## config.mk

```make
export PLATFORM = sky130hd
export DESIGN_NAME = minmax_scan_ctrl
export DESIGN_NICKNAME = d
export VERILOG_FILES = /design/src/rtl/minmax_pkg.sv /design/src/rtl/comparator.sv /design/src/rtl/minmax_scan_ctrl.sv
export SDC_FILE = /design/constraint.sdc
export NUM_CORES = 1
export LEC_CHECK = 0
export ABC_CLOCK_PERIOD_IN_PS = 7930
export BUFFER_PORTS_ARGS = -buffer_cell sky130_fd_sc_hd__buf_2
export CAP_MARGIN = 0
export CORE_MARGIN = 8
export CORE_UTILIZATION = 45
export DETAILED_ROUTE_END_ITERATION = 8
export PLACE_DENSITY = 0.66
export SYNTH_ARGS = -nofsm -noshare
export SYNTH_HDL_FRONTEND = slang
export SYNTH_SLANG_ARGS = --single-unit
```

## constraint.sdc

```tcl
create_clock -name clk -period 7.93 [get_ports clk]
set_input_delay 1.586 -clock clk [delete_from_list [all_inputs] [get_ports clk]]
set_output_delay 1.586 -clock clk [all_outputs]
set_load 0.05 [all_outputs]
```

## src/rtl/minmax_pkg.sv

```systemverilog
// Shared types for the min/max scan controller: FSM state encoding and index-width helper.
package minmax_pkg;

  typedef enum logic [1:0] {
    IDLE    = 2'd0,
    CMP_MIN = 2'd1,
    CMP_MAX = 2'd2,
    DONE    = 2'd3
  } state_t;

  function automatic int idx_width(input int maxlen);
    return (maxlen > 1) ? $clog2(maxlen) : 1;
  endfunction

endpackage

```

## src/rtl/comparator.sv

```systemverilog
// Unsigned magnitude comparator shared by the scan controller; purely combinational.
module comparator #(
  parameter int N = 4
) (
  input  logic [N-1:0] a,
  input  logic [N-1:0] b,
  output logic         smaller,
  output logic         greater,
  output logic         equal
);

  assign smaller = (a < b);
  assign greater = (a > b);
  assign equal   = (a == b);

endmodule

```

## src/rtl/minmax_scan_ctrl.sv

```systemverilog
// Frame min/max scanner: one shared comparator, one sample every 3 clocks, first-occurrence
// indices, valid/ready input and result ports.
module minmax_scan_ctrl
  import minmax_pkg::*;
#(
  parameter  int N      = 4,
  parameter  int MAXLEN = 16,
  localparam int IDXW   = idx_width(MAXLEN)
) (
  input  logic            clk,
  input  logic            rst,
  input  logic            in_valid,
  output logic            in_ready,
  input  logic [N-1:0]    in_data,
  input  logic            in_last,
  output logic            res_valid,
  input  logic            res_ready,
  output logic [N-1:0]    min_val,
  output logic [N-1:0]    max_val,
  output logic [IDXW-1:0] min_idx,
  output logic [IDXW-1:0] max_idx,
  output logic [IDXW:0]   count,
  output logic            overflow
);

  localparam logic [IDXW:0] MAXCNT = (IDXW+1)'(MAXLEN);
  localparam logic [IDXW:0] ONECNT = (IDXW+1)'(1);

  state_t          state_q, state_d;
  logic [N-1:0]    s_q, s_d;
  logic            l_q, l_d;
  logic [N-1:0]    min_val_q, min_val_d;
  logic [N-1:0]    max_val_q, max_val_d;
  logic [IDXW-1:0] min_idx_q, min_idx_d;
  logic [IDXW-1:0] max_idx_q, max_idx_d;
  logic [IDXW:0]   count_q, count_d;
  logic            overflow_q, overflow_d;

  logic [N-1:0]    cmp_a, cmp_b;
  logic            cmp_smaller, cmp_greater, cmp_equal;
  logic [IDXW:0]   count_inc;
  logic            accept;

  comparator #(.N(N)) u_cmp (
    .a       (cmp_a),
    .b       (cmp_b),
    .smaller (cmp_smaller),
    .greater (cmp_greater),
    .equal   (cmp_equal)
  );

  assign in_ready  = (state_q == IDLE) && !rst;
  assign res_valid = (state_q == DONE);
  assign accept    = in_valid && in_ready;
  assign count_inc = count_q + ONECNT;

  assign min_val  = min_val_q;
  assign max_val  = max_val_q;
  assign min_idx  = min_idx_q;
  assign max_idx  = max_idx_q;
  assign count    = count_q;
  assign overflow = overflow_q;

  // Operands are parked at zero outside the compare states so the comparator stays quiet.
  always_comb begin
    cmp_a = '0;
    cmp_b = '0;
    case (state_q)
      CMP_MIN: begin
        cmp_a = s_q;
        cmp_b = min_val_q;
      end
      CMP_MAX: begin
        cmp_a = s_q;
        cmp_b = max_val_q;
      end
      default: ;
    endcase
  end

  always_comb begin
    state_d    = state_q;
    s_d        = s_q;
    l_d        = l_q;
    min_val_d  = min_val_q;
    max_val_d  = max_val_q;
    min_idx_d  = min_idx_q;
    max_idx_d  = max_idx_q;
    count_d    = count_q;
    overflow_d = overflow_q;
    case (state_q)
      IDLE: begin
        if (accept) begin
          s_d = in_data;
          l_d = in_last;
          if (count_q == '0) begin
            min_val_d = in_data;
            max_val_d = in_data;
            min_idx_d = '0;
            max_idx_d = '0;
            count_d   = ONECNT;
            if (in_last || (MAXCNT == ONECNT)) begin
              state_d    = DONE;
              overflow_d = !in_last;
            end
          end else begin
            state_d = CMP_MIN;
          end
        end
      end
      CMP_MIN: begin
        // Strict compare: a tie keeps the earlier index.
        if (cmp_smaller && !cmp_equal) begin
          min_val_d = s_q;
          min_idx_d = count_q[IDXW-1:0];
        end
        state_d = CMP_MAX;
      end
      CMP_MAX: begin
        if (cmp_greater && !cmp_equal) begin
          max_val_d = s_q;
          max_idx_d = count_q[IDXW-1:0];
        end
        count_d = count_inc;
        if (l_q || (count_inc == MAXCNT)) begin
          state_d    = DONE;
          overflow_d = !l_q;
        end else begin
          state_d = IDLE;
        end
      end
      DONE: begin
        if (res_ready) begin
          count_d    = '0;
          overflow_d = 1'b0;
          state_d    = IDLE;
        end
      end
      default: state_d = IDLE;
    endcase
  end

  always_ff @(posedge clk or posedge rst) begin
    if (rst) begin
      state_q    <= IDLE;
      s_q        <= '0;
      l_q        <= 1'b0;
      min_val_q  <= '0;
      max_val_q  <= '0;
      min_idx_q  <= '0;
      max_idx_q  <= '0;
      count_q    <= '0;
      overflow_q <= 1'b0;
    end else begin
      state_q    <= state_d;
      s_q        <= s_d;
      l_q        <= l_d;
      min_val_q  <= min_val_d;
      max_val_q  <= max_val_d;
      min_idx_q  <= min_idx_d;
      max_idx_q  <= max_idx_d;
      count_q    <= count_d;
      overflow_q <= overflow_d;
    end
  end

endmodule

```

# Word-level counts from Yosys, hierarchy flattened
# Cells that the tools add are included.
# W data, S select, Z words.
# op_classes
n_eq_ne,13
order_cmp,2
n_reduce_logical,21
muxes,30
n_addsub,1
# op_table
op,count
$pmux W4 S2,5
$mux W4,9
$mux W5,3
$pmux W5 S3,1
$reduce_and A4 Y1,3
$mux W2,5
$ne A2 B2 Y1 const B,5
$pmux W2 S4,1
$reduce_and A6 Y1,1
$add A5 B1 Y5 const B,1
$eq A5 B5 Y1 const B,1
$logic_not A5 Y1,1
$mux W1,5
$eq A2 B2 Y1 const B,2
$eq A4 B4 Y1,1
$gt A4 B4 Y1,1
$logic_and A1 B1 Y1,4
$logic_not A1 Y1,4
$lt A4 B4 Y1,1
$ne A2 B1 Y1 const B,2
$reduce_bool A2 Y1,2
$ne A3 B3 Y1 const B,1
$pmux W1 S3,1
$reduce_and A3 Y1,1
6 further kinds,6
# totals
ff_bits,29
in_bits,9
out_inout_bits,24
word_cells,76

# Longest topological paths before layout
# logic_depth
depth_word,8
ltp_mapped,13
depth_no_buf,10

# Hierarchy
# Synthesis repeated with hierarchy kept, for this count alone.
# unflattened
hier_cells,185
hier_area_um2,1886.8
# by_module_without_submodules
mod,instances,cells_each,area_per_inst_um2,seq_area_each_um2
minmax_scan_ctrl,1,169,1757.9,725.7
comparator,1,16,128.9,0.0

# Least setup slack after synthesis
# OpenSTA, ideal clock, no wires.
# synth_timing
kind,in2out
from,input rst
to,output in_ready
t_arrival_ps,2231
setup_slack_ps,4113
cell_stages,1
t_required_ps,6344
path_buffers,0
path_cell_list,nor2_1
# synth_via
elab_chain_cells,2
# synth_lines
element,line,rtl
from (decl),minmax_scan_ctrl.sv:11,"input logic rst,"
$logic_not A1 Y1 (no line),-,
$logic_and A1 B1 Y1,minmax_scan_ctrl.sv:52,assign in_ready = (state_q == IDLE) && !rst;
to (decl),minmax_scan_ctrl.sv:13,"output logic in_ready,"
# No other way between the ends.

# Worst setup path in the final report
# Ends and elaborated chain as after synthesis.

==> flow_metrics.py <==
metrics = {
    "run_status": {
        "outcome": "finished clean",
    },
    "clocking": {
        "htree_levels": 2,
        "cts-root-buf": "clkbuf_8",
        "cts_hold_buffers": 0,
        "cts_sinks": 29,
        "path_clk_slew_ns": 0.06,
        "clk_latency_ns": 0.28,
        "cts_resized": 0,
        "cts_tree": "done",
        "post_cts_buffers": 0,
        "clk_path_buf_depth": 2,
        "numCtsBuffers": 5,
    },
    "setup_path": {
        "reg2reg_slack_ns": 4.70,
        "cp-endpoint": "in_ready",
        "r2r_start": "state_q[0]",
        "crit_type": "in -> out",
        "reg2reg_depth": 10,
        "cp_data_arrival_time_ns": 2.04,
        "end_kind": "output port",
        "cp_max_fo": 4,
        "r2r-end": "min_idx[3]",
        "start_kind": "primary input",
        "required_ns": 6.34,
        "cp-startpoint": "rst",
    },
    "sta": {
        "rsz0062_at_grt": "no",
        "setup_ws_ns": 4.300,
        "fin_skew_ns": 0.003726,
        "min_period_ns": 3.630,
        "finalCritPeriodShare": 0.4577,
        "fin_setup_tns_ns": 0,
        "tightest_slew_ns": 0.7566,
        "maxSlewViolCount": 0,
        "finalSetupViolations": 0,
        "max-slew-margin-rel": 0.4956,
        "finalHoldViolCount": 0,
        "timing.fmax_mhz": 275.5,
    },
    "final_layout": {
        "nNetsFinal": 257,
        "final_cell_area_um2": 2173,
        "layout-drive-gt1-share": 0.2331,
        "area_growth_pct": 14.35,
        "final_cells": 286,
        "diodes": 0,
    },
    "floorplan": {
        "die_w_um": 80.99,
        "die_area_um2": 6559,
        "rows": 23,
        "fp.dieH_um": 80.99,
        "io_pins": 33,
        "coreArea_um2": 4029,
        "start_util": 0.4717,
    },
    "route": {
        "drt_iter0_markers": 139,
        "wl_mm": 4.577,
        "drt-wirelength-per-cell_um": 16.00,
        "vias": 1629,
        "viasPerCell": 5.696,
        "ant_nets": 0,
        "first_pass_iters": 4,
        "drc": 0,
    },
    "global_routing": {
        "overflow": 0,
        "antenna_found_initial": 0,
        "track_usage": 0.1507,
        "grt_pass1_wl_mm": 7.845,
        "grt_start_max_net_pins": 30,
        "grt_pass1_vias": 1590,
    },
    "synth": {
        "ys_top_cells_by_area": "dfrtp_1 38%, ha_1 7.9%, nand2_1 5.9%",
        "yosysWarnings": 0,
        "dominantRegCellSynth": "dfrtp_1",
        "syn-instance-count": 204,
        "syn_area_um2": 1901,
        "synthArstFlopShare": 1.000,
        "synth_top_area_frac": 0.3818,
        "synth_seq_area_share": 0.3818,
        "synth_most_common_cell": "nand2_1",
        "synth-seq-cells": 29,
        "synth_largest_area_cell": "dfrtp_1",
        "synth-edff-count": 0,
        "synth_nets": 225,
        "synthTopCellsByCount": "30 x nand2_1, 29 x dfrtp_1, 13 x a21oi_1",
        "syn_avg_cell_area_um2": 9.317,
        "synth_cell_types": 53,
    },
    "hold_path": {
        "min_path_type": "reg -> reg",
    },
    "place": {
        "dp_hpwl_mm": 3.280,
        "dp_cells": 279,
        "numPortBuffers": 32,
        "dpl_cell_area_um2": 2087,
        "post-place-ws_ns": 4.297,
        "gp_congestion": 0.7864,
    },
    "job": {
        "maxCapViolCount": 0,
    },
}
-- flip-flops by register name (all words and copies together) (netlist names) --
name and flops:
min_idx 4, min_val 4, s_q 4, l_q 1, max_idx 4, count 5
max_val 4, overflow 1, state_q 2
-- logic make-up after synthesis --
logic type      count (synthesis)  synth area share
simple gates                   79            0.2284
compound gates                 60            0.2331
fa+ha+maj                      12           0.07900
buf+inv                        18           0.04280
flops                          29            0.3818
mux                             6           0.03489
-- worst min-delay path by stage --
stage | cells past startpoint | start | to | slack (ns)
after global placement | 1 | min_idx[0] | min_idx[0] | 0.48
after detailed placement | 1 | min_idx[0] | min_idx[0] | 0.48
final | 1 | min_idx[0] | min_idx[0] | 0.49
after floorplan | 1 | s_q[3] | min_val[3] | 0.50
after global routing | 1 | min_idx[2] | min_idx[2] | 0.52
after CTS | 1 | min_idx[0] | min_idx[0] | 0.50
-- per-stage QoR --
step             util  hold slack (ns)
2_1_floorplan       -           0.5041
3_3_place_gp   0.5180           0.4817
3_5_place_dp   0.5180           0.4829
4_1_cts        0.5394           0.4972
5_1_grt        0.5394           0.5165
6_report       0.5394           0.4927
-- cell type report --
type	instances	area [um2]
clock buffer	7	86.33
multi-input combinational	157	1094
sequential	29	725.7
inverter	10	37.54
fill	400	1856
tap	50	62.56
timing repair buffer	33	167.7
-- worst max-delay path, stage by stage --
cell and delay (ns):
buf_2 0.11, nor2_1 0.08, buf_2 0.26
-- cells in the final DEF, fill, tap and decap left out, drive strengths merged, types with 5 or more instances in the layout --
master  Yosys  final
buf         6     33
nand2      31     31
dfrtp      29     29
a21oi      14     14
ha         12     12
inv        10     10
and3        9      9
nand3       9      9
o21ai       9      9
nor2        8      8
clkbuf      2      7
o211ai      6      6
a22o        6      6
mux2        5      5
o22ai       5      5
-- metal layers --
metal | global-route usage | wire length [um] | part of all wire
met1 | 0.2129 | 2203 | 0.48
met2 | 0.2133 | 1952 | 0.43
met3 | 0.04636 | 384 | 0.084
met4 | 0.04643 | 37 | 0.0081
met5 | 0 | 0 | 0
Power is left out: the tool's default activity adds up to more than one toggle a clock period on the data nets, which glitch-free logic cannot reach.
